<file path="config.mk">
export PLATFORM = sky130hd
export DESIGN_NAME = addsub_seq_accumulator
export DESIGN_NICKNAME = d
export VERILOG_FILES = /design/src/rtl/addsub_seq_accumulator.sv
export SDC_FILE = /design/constraint.sdc
export NUM_CORES = 1
export LEC_CHECK = 0
export ABC_AREA = 1
export CORE_ASPECT_RATIO = 0.6
export CORE_MARGIN = 2
export CORE_UTILIZATION = 55
export DETAILED_ROUTE_END_ITERATION = 10
export DONT_BUFFER_PORTS = 1
export PLACE_DENSITY = 0.78
export SYNTH_ARGS = -nofsm -noshare
export SYNTH_HDL_FRONTEND = slang
export SYNTH_SLANG_ARGS = --single-unit
export TNS_END_PERCENT = 100
</file>
<file path="constraint.sdc">
create_clock -name clk_i -period 1.3 [get_ports clk_i]
set_clock_uncertainty 0.1 [all_clocks]
set_input_delay 0.26 -clock clk_i [delete_from_list [all_inputs] [get_ports clk_i]]
set_output_delay 0.26 -clock clk_i [all_outputs]
set_load 0.005 [all_outputs]
</file>
<file path="src/rtl/addsub_seq_accumulator.sv">
`default_nettype none
// ============================================================================
//  Module      : addsub_seq_accumulator
//  Description : Valid/ready sequencer around an external adder_subtractor that
//                runs multi-op accumulate sequences and emits one result each.
//  Revision    : 1.0
// ============================================================================
module addsub_seq_accumulator #(
    parameter int WIDTH  = 8,
    parameter bit SAT_EN = 1'b1,
    parameter int CNT_W  = 8
) (
    input  logic             clk_i,
    input  logic             rst_ni,
    input  logic             clr_i,

    input  logic             in_valid_i,
    output logic             in_ready_o,
    input  logic [WIDTH-1:0] in_a_i,
    input  logic [WIDTH-1:0] in_b_i,
    input  logic             in_sub_i,
    input  logic             in_acc_i,
    input  logic             in_last_i,

    output logic [WIDTH-1:0] as_a_o,
    output logic [WIDTH-1:0] as_b_o,
    output logic             as_sub_o,
    input  logic [WIDTH-1:0] as_result_i,
    input  logic             as_cout_i,
    input  logic             as_overflow_i,

    output logic             out_valid_o,
    input  logic             out_ready_i,
    output logic [WIDTH-1:0] out_result_o,
    output logic             out_cout_o,
    output logic             out_ovf_o,
    output logic             out_zero_o,
    output logic [CNT_W-1:0] out_count_o
);

    localparam logic [1:0] c_S_IDLE = 2'd0;
    localparam logic [1:0] c_S_EXEC = 2'd1;
    localparam logic [1:0] c_S_OUT  = 2'd2;

    localparam logic [WIDTH-1:0] c_SAT_MAX = {1'b0, {(WIDTH-1){1'b1}}};
    localparam logic [WIDTH-1:0] c_SAT_MIN = {1'b1, {(WIDTH-1){1'b0}}};
    localparam logic [CNT_W-1:0] c_CNT_MAX = {CNT_W{1'b1}};

    logic [1:0]       r_state;
    logic [1:0]       w_state_next;

    logic [WIDTH-1:0] r_op_a;
    logic [WIDTH-1:0] r_op_b;
    logic             r_op_sub;
    logic             r_op_last;

    logic [WIDTH-1:0] r_acc;
    logic [CNT_W-1:0] r_count;
    logic             r_ovf_sticky;

    logic [WIDTH-1:0] r_out_result;
    logic             r_out_cout;
    logic             r_out_ovf;
    logic             r_out_zero;
    logic [CNT_W-1:0] r_out_count;

    logic             w_ready;
    logic             w_accept;
    logic [WIDTH-1:0] w_acc_next;
    logic [CNT_W-1:0] w_count_next;
    logic             w_ovf_next;

    assign w_accept = in_valid_i & w_ready;

    // A signed overflow clamps toward the sign of operand A: the true result
    // always lies on the same side of zero as A when overflow occurs.
    assign w_acc_next   = (SAT_EN && as_overflow_i)
                        ? (r_op_a[WIDTH-1] ? c_SAT_MIN : c_SAT_MAX)
                        : as_result_i;
    assign w_count_next = (r_count == c_CNT_MAX) ? r_count : r_count + 1'b1;
    assign w_ovf_next   = r_ovf_sticky | as_overflow_i;

    // ---------------------------------------------------------------- state
    always_ff @(posedge clk_i or negedge rst_ni) begin
        if (!rst_ni) begin
            r_state <= c_S_IDLE;
        end else begin
            r_state <= w_state_next;
        end
    end

    always_comb begin
        w_state_next = r_state;
        if (clr_i) begin
            w_state_next = c_S_IDLE;
        end else begin
            case (r_state)
                c_S_IDLE: if (w_accept)    w_state_next = c_S_EXEC;
                c_S_EXEC:                  w_state_next = r_op_last ? c_S_OUT : c_S_IDLE;
                c_S_OUT:  if (out_ready_i) w_state_next = c_S_IDLE;
                default:                   w_state_next = c_S_IDLE;
            endcase
        end
    end

    // Ready is masked by reset so nothing is offered while rst_ni is low.
    always_comb begin
        w_ready     = rst_ni & (r_state == c_S_IDLE) & ~clr_i;
        out_valid_o = (r_state == c_S_OUT);
    end

    assign in_ready_o = w_ready;

    // ---------------------------------------------------------- operand stage
    always_ff @(posedge clk_i or negedge rst_ni) begin
        if (!rst_ni) begin
            r_op_a    <= '0;
            r_op_b    <= '0;
            r_op_sub  <= 1'b0;
            r_op_last <= 1'b0;
        end else if (w_accept) begin
            r_op_a    <= in_acc_i ? r_acc : in_a_i;
            r_op_b    <= in_b_i;
            r_op_sub  <= in_sub_i;
            r_op_last <= in_last_i;
        end
    end

    assign as_a_o   = r_op_a;
    assign as_b_o   = r_op_b;
    assign as_sub_o = r_op_sub;

    // ------------------------------------------------- accumulator and result
    always_ff @(posedge clk_i or negedge rst_ni) begin
        if (!rst_ni) begin
            r_acc        <= '0;
            r_count      <= '0;
            r_ovf_sticky <= 1'b0;
            r_out_result <= '0;
            r_out_cout   <= 1'b0;
            r_out_ovf    <= 1'b0;
            r_out_zero   <= 1'b0;
            r_out_count  <= '0;
        end else if (clr_i) begin
            r_acc        <= '0;
            r_count      <= '0;
            r_ovf_sticky <= 1'b0;
            r_out_result <= '0;
            r_out_cout   <= 1'b0;
            r_out_ovf    <= 1'b0;
            r_out_zero   <= 1'b0;
            r_out_count  <= '0;
        end else begin
            case (r_state)
                c_S_EXEC: begin
                    r_acc        <= w_acc_next;
                    r_count      <= w_count_next;
                    r_ovf_sticky <= w_ovf_next;
                    if (r_op_last) begin
                        r_out_result <= w_acc_next;
                        r_out_cout   <= as_cout_i;
                        r_out_ovf    <= w_ovf_next;
                        r_out_zero   <= (w_acc_next == '0);
                        r_out_count  <= w_count_next;
                    end
                end
                c_S_OUT: begin
                    // Emission closes the sequence; the next one starts from zero.
                    if (out_ready_i) begin
                        r_acc        <= '0;
                        r_count      <= '0;
                        r_ovf_sticky <= 1'b0;
                        r_out_result <= '0;
                        r_out_cout   <= 1'b0;
                        r_out_ovf    <= 1'b0;
                        r_out_zero   <= 1'b0;
                        r_out_count  <= '0;
                    end
                end
                default: ;
            endcase
        end
    end

    assign out_result_o = r_out_result;
    assign out_cout_o   = r_out_cout;
    assign out_ovf_o    = r_out_ovf;
    assign out_zero_o   = r_out_zero;
    assign out_count_o  = r_out_count;

endmodule
`default_nettype wire

</file>
==> qor.yml, run 1 <==
detailed_routing:
  wl_per_cell_um: 17.8
  dr_total_vias: 2401
  drtPass1Iterations: 4
  drt-total-wl_um: 7680
  post-route-drc-count: 0
  ant_nets: 0
  vias_per_cell: 5.56
  drtIter0Drc: 106
placement:
  io_buffer_count: 0
  place_hpwl_um: 4270
  dp_slack_ns: -0.102
  dp_cells: 398
  gp_congestion: 0.846
  post_dp_cell_area_sq_mm: 0.00294
clocking:
  numCtsBuffers: 5
  htreeDepth: 2
  clock_tree.buffer_depth: 2
  cts_hold_buf: 11
  cts.sinks: 56
  clk_pin_slew_worst_paths_ns: 0.10
  cts_root_buf: "clkbuf_8"
  cts_tree: "done"
  clock_latency_ns: 0.30
cells_and_area:
  stdcell_area_sq_mm: 0.00375
  final_cells: 432
  drive_gt1_frac: 0.393
  final_cell_mix: "nand2_1, dfrtp_1, nand2_2, nor2_1, inv_1"
  final_util: 0.805
  nFillCells: 271
  fin_nets: 403
  syn_to_final_growth_pct: 37.5
  final_common_cell: "nand2_1"
  antenna_cells: 0
floorplanning:
  core.rowCount: 19
  die-area_sq_mm: 0.00555
  pin_count: 72
  die_h_um: 58.5
  die_x_um: 94.9
  initial_core_util: 0.585
  core_area_sq_mm: 0.00466
timing:
  relSlewSlack: 0.770
  fin_crit_sh: 1.20
  drv_slew: 0
  fmax_mhz: 641
  worst_hold_slack_ns: -0.461
  setup_viol: 57
  finalWorstSetupSlack_ns: -0.260
  rsz0062_at_grt: "true"
  setup-tns-final_ns: -9.14
  hold_violations: 56
  period_needed_ns: 1.56
  worst_pin_slew_ns: 0.343
run_status:
  violations: "hold timing, setup timing"
  status: "finished with violations"
hold_path:
  min_path_type: "in2async"
power:
  powerDensity_mw_per_mm2: 1140
  total_power_mw: 4.29
  vdd_drop_max_mv: 0.836
  cellLeakagePower_nw: 1.84
setup_path:
  cp-start-kind: "flip-flop"
  critPathKind: "reg2reg"
  r2r_slack_ns: -0.26
  end_kind: "flip-flop"
  critPathMaxFanout: 16
  arrival_ns: 1.66
  required_ns: 1.40
grt:
  grt_max_degree: 58
  grt_pass1_vias: 2383
  grt_pass1_wl_um: 11200
  grt_overflow: 0
  grt_usage: 0.262
  antenna_found_initial: 0
yosys:
  mappedNetlistNets: 360
  synth_seq_cells: 56
  synthDistinctLibCells: 29
  synth-seq-area-share: 0.514
  syn_inst: 325
  yosysWarnings: 0
  netlist_area_sq_mm: 0.00273
  avgSynthCellArea_sq_um: 8.39
job:
  max-cap-violations: 0
-- logic make-up after synthesis --
kind of cell | synth area share
compound gates | 0.105
fa+ha+maj | 0.00459
buf+inv | 0.0817
flops | 0.514
simple gates | 0.295
-- area by class of cell --
class / instances / area, sq um / share of cell area
clock buffers: 5 / 68.8 / 0.0184
inverters: 31 / 144 / 0.0384
well taps: 63 / 78.8 / 0.0210
multi-input cells: 226 / 1470 / 0.393
repair inverters: 1 / 8.76 / 0.00234
clock inverters: 3 / 42.5 / 0.0113
repair buffers: 47 / 533 / 0.142
flip-flops and latches: 56 / 1400 / 0.374
-- cells in the mapped netlist, drive strengths merged --
| cell type | instances | area share |
|---|---|---|
| nand2 | 122 | 0.18 |
| dfrtp | 56 | 0.51 |
| nor2 | 33 | 0.059 |
| inv | 31 | 0.045 |
| o21ai | 31 | 0.072 |
| nand3 | 21 | 0.040 |
| buf | 12 | 0.037 |
| o31ai | 8 | 0.028 |
| nand4 | 5 | 0.011 |
| ha | 1 | 0.0046 |
| nand3b | 1 | 0.0028 |
| nor3 | 1 | 0.0018 |
| nor4 | 1 | 0.0023 |
| o21a | 1 | 0.0028 |
| o21bai | 1 | 0.0028 |
-- worst paths after layout --
check / start / endpoint / depth (start not counted)
worst max-delay path: r_state[1] / out_count_o[0] / 10
worst min-delay path: rst_ni / as_a_o[3] / 0
worst max register to register: r_state[1] / out_count_o[0] / 10
worst min register to register: r_ovf_sticky / r_ovf_sticky / 2
max in group asynchronous: rst_ni / r_count[7] / 0
min in group clk_i: as_result_i[7] / out_zero_o / 3
-- flip-flops by register name (all words and copies together) (netlist names), 2 cells and up --
signal        cells
as_b_o            8
r_count           8
out_result_o      8
out_count_o       8
as_a_o            8
r_state           2
r_acc             8
-- worst max-delay path, stage by stage, from the launching register on --
cell and delay [ns]:
dfrtp_1 0.44, inv_2 0.09, buf_4 0.12, nand2_4 0.06
nor2_4 0.11, nor2_4 0.06, nor2_8 0.12, inv_4 0.06
buf_12 0.15, nand2_1 0.09, o21ai_2 0.06
-- layer usage --
metal	vias up	share of wire	global-route usage
met2	98	0.49	0.431
met5	-	0	0
li1	1120	-	-
met4	0	0.016	0.0497
met1	1169	0.41	0.358
met3	14	0.080	0.0691
-- repair_timing --
item / CTS / global route
hold endpoints to repair: 67 / 56
gates resized for setup: 52 / 62
pin swaps: 6 / 15
gates cloned: 3 / 2
endpoints found under the setup margin: 56 / 56
buffers inserted: 6 / 4
-- where the power goes --
group | internal (mW) | switching [mW] | total (mW) | leakage, nW
sequential | 1.96 | 0.216 | 2.17 | 0.732
clock | 0.571 | 0.572 | 1.14 | 0.0541
combinational | 0.453 | 0.518 | 0.970 | 1.05
Note: power is estimated with default switching activity, not from simulation.
==> inputs of run 2 (changes only) <==
Settings changed: CORE_MARGIN 2 to 8, GPL_TIMING_DRIVEN from default to 0.
==> run 2 against run 1 <==
  * The run still ends with hold timing, setup timing left
  * Via count decreased by 3.3%
  * Clock power rose by 4%
  * Register-to-register slack improved by 0.07 ns
  * Sequential power about the same
  * Count of clock-buffer cells in the layout unchanged
  * Utilization is 6.8 points lower
  * Sequential share of layout area grew 3.5 points
  * First-iteration DRC count up 50%
  * Critical endpoint is now r_count[5]
  * Largest power group unchanged
==> qor.yml, run 2 (same netlist as run 1, synthesis figures left out) <==
run_status:
  status: "finished with violations"  # unchanged
  violations: "hold timing, setup timing"  # unchanged
hold_path:
  min_path_type: "in2async"  # unchanged
timing:
  drv_slew: 0  # unchanged
  hold_violations: 56  # unchanged
  setup_viol: 55  # was 57
  rsz0062_at_grt: "true"  # unchanged
  finalWorstSetupSlack_ns: -0.191  # was -0.260 ns
  worst_pin_slew_ns: 0.406  # was 0.343 ns
  setup-tns-final_ns: -7.10  # was -9.14 ns
  fmax_mhz: 671  # was 641 MHz
  fin_crit_sh: 1.15  # was 1.20
  relSlewSlack: 0.730  # was 0.770
  period_needed_ns: 1.49  # was 1.56 ns
  worst_hold_slack_ns: -0.478  # was -0.461 ns
power:
  power_frac_seq: 0.525  # was 0.507
  pwr-share-clk: 0.289  # was 0.267
  p_int_mw: 2.88  # was 2.98 mW
  cellLeakagePower_nw: 1.71  # was 1.84 nW
  swShare: 0.300  # was 0.305
  powerDensity_mw_per_mm2: 1200  # was 1140 mW/mm^2
  vdd_drop_max_mv: 0.708  # was 0.836 mV
  p_switching_mw: 1.24  # was 1.31 mW
  p_comb_frac: 0.186  # was 0.226
placement:
  io_buffer_count: 0  # unchanged
  place_hpwl_um: 4710  # was 4270 um
  gp_congestion: 0.898  # was 0.846
  post_dp_cell_area_sq_mm: 0.00283  # was 0.00294 sq mm
detailed_routing:
  post-route-drc-count: 0  # unchanged
  wl_per_cell_um: 17.4  # was 17.8 um
  drtPass1Iterations: 4  # unchanged
  vias_per_cell: 5.45  # was 5.56
  ant_nets: 0  # unchanged
  dr_total_vias: 2322  # was 2401
  drt-total-wl_um: 7430  # was 7680 um
  drtIter0Drc: 159  # was 106
clocking:
  numCtsBuffers: 5  # unchanged
  clock_tree.buffer_depth: 2  # unchanged
  cts.sinks: 56  # unchanged
  clk_pin_slew_worst_paths_ns: 0.11  # was 0.10 ns
  cts_hold_buf: 11  # unchanged
  htreeDepth: 2  # unchanged
  cts_tree: "done"  # unchanged
  cts_root_buf: "clkbuf_8"  # unchanged
  clock_latency_ns: 0.32  # was 0.30 ns
cells_and_area:
  syn_to_final_growth_pct: 25.9  # was 37.5%
  drive_gt1_frac: 0.314  # was 0.393
  final_common_cell: "nand2_1"  # unchanged
  antenna_cells: 0  # unchanged
  final_util: 0.737  # was 0.805
  fin_nets: 397  # was 403
  final_cell_mix: "nand2_1, dfrtp_1, nor2_1, nand2_2, inv_1"  # was nand2_1, dfrtp_1, nand2_2, nor2_1, inv_1
  nFillCells: 329  # was 271
  stdcell_area_sq_mm: 0.00343  # was 0.00375 sq mm
grt:
  grt_pass1_vias: 2306  # was 2383
  grt_pass1_wl_um: 11500  # was 11200 um
  antenna_found_initial: 0  # unchanged
  grt_max_degree: 58  # unchanged
  grt_overflow: 0  # unchanged
  grt_usage: 0.187  # was 0.262
floorplanning:
  pin_count: 72  # unchanged
  die_h_um: 70.5  # was 58.5 um
  die-area_sq_mm: 0.00754  # was 0.00555 sq mm
  core_area_sq_mm: 0.00466  # unchanged
  core.rowCount: 19  # unchanged
  initial_core_util: 0.585  # unchanged
  die_x_um: 107  # was 94.9 um
setup_path:
  critPathMaxFanout: 6  # was 16
  end_kind: "flip-flop"  # unchanged
  worstSetupEndpoint: "r_count[5]"  # was out_count_o[0]
  r2r-start: "r_state[0]"  # was r_state[1]
  reg2reg_to: "r_count[5]"  # was out_count_o[0]
  r2r_slack_ns: -0.19  # was -0.26 ns
  cp-start-kind: "flip-flop"  # unchanged
  arrival_ns: 1.61  # was 1.66 ns
  reg2reg_depth: 9  # was 10
  crit_start: "r_state[0]"  # was r_state[1]
  required_ns: 1.42  # was 1.40 ns
  critPathKind: "reg2reg"  # unchanged
job:
  max-cap-violations: 0  # unchanged
-- run 2: cell count changes in the layout (fill, tap and decap cells not counted), sizes merged --
cell and change:
buf -6, nand2 +1, clkinv -1
-- run 2: per-layer routing --
layer | part of all wire | track usage
met5 | 0 | 0
met4 | 0.0066 | 0.0403
met3 | 0.087 | 0.0642
met2 | 0.48 | 0.302
met1 | 0.43 | 0.238
-- run 2: how the worst min path moves through the flow --
stage                                 end    from  cells past startpoint
after floorplan                 as_a_o[0]  rst_ni                      0
after global placement    out_result_o[0]  rst_ni                      0
after detailed placement  out_result_o[0]  rst_ni                      0
after CTS                      r_count[5]  rst_ni                      0
after global routing            as_a_o[6]  rst_ni                      0
final                           as_a_o[6]  rst_ni                      0
-- run 2: timing repair --
action | CTS | global route
pin swaps | 9 | 8
gates cloned | 1 | 2
gates resized for setup | 31 | 35
endpoints found under the setup margin | 56 | 57
endpoints found under the hold margin | 67 | 56
setup buffers | 10 | 6
-- run 2: worst max-delay path, stage by stage, from the launching register on --
cell	delay (ns)
dfrtp_1	0.41
inv_2	0.09
nand2_4	0.10
inv_4	0.09
nand2_4	0.06
nand2_4	0.07
buf_6	0.11
clkinvlp_4	0.15
nand4_1	0.15
nand2_1	0.07
-- run 2: per-stage QoR --
step / instances / worst slack (ns) / total power, mW
after floorplan: 325 / -0.0477 / 2.57
after global placement: 388 / -0.182 / 2.70
after detailed placement: 388 / -0.192 / 2.73
after CTS: 418 / -0.150 / 4.02
after global routing: 426 / -0.266 / 4.30
final: 426 / -0.191 / 4.12
-- run 2: final cells by class --
type	instances	area (sq um)	area share
clock buffers	5	68.8	0.0201
multi-input cells	227	1300	0.378
inverters	31	130	0.0379
flip-flops and latches	56	1400	0.409
well taps	63	78.8	0.0230
repair buffers	29	274	0.0798
plain buffers	12	133	0.0386
clock inverters	3	46.3	0.0135
-- run 2: power by group through the flow --
stage / clock network, mW / logic, mW / registers (mW)
floorplan: 0 / 0.451 / 2.12
global placement: 0 / 0.531 / 2.17
detailed placement: 0 / 0.552 / 2.18
CTS: 1.20 / 0.673 / 2.15
global route: 1.26 / 0.845 / 2.19
finish: 1.19 / 0.767 / 2.16
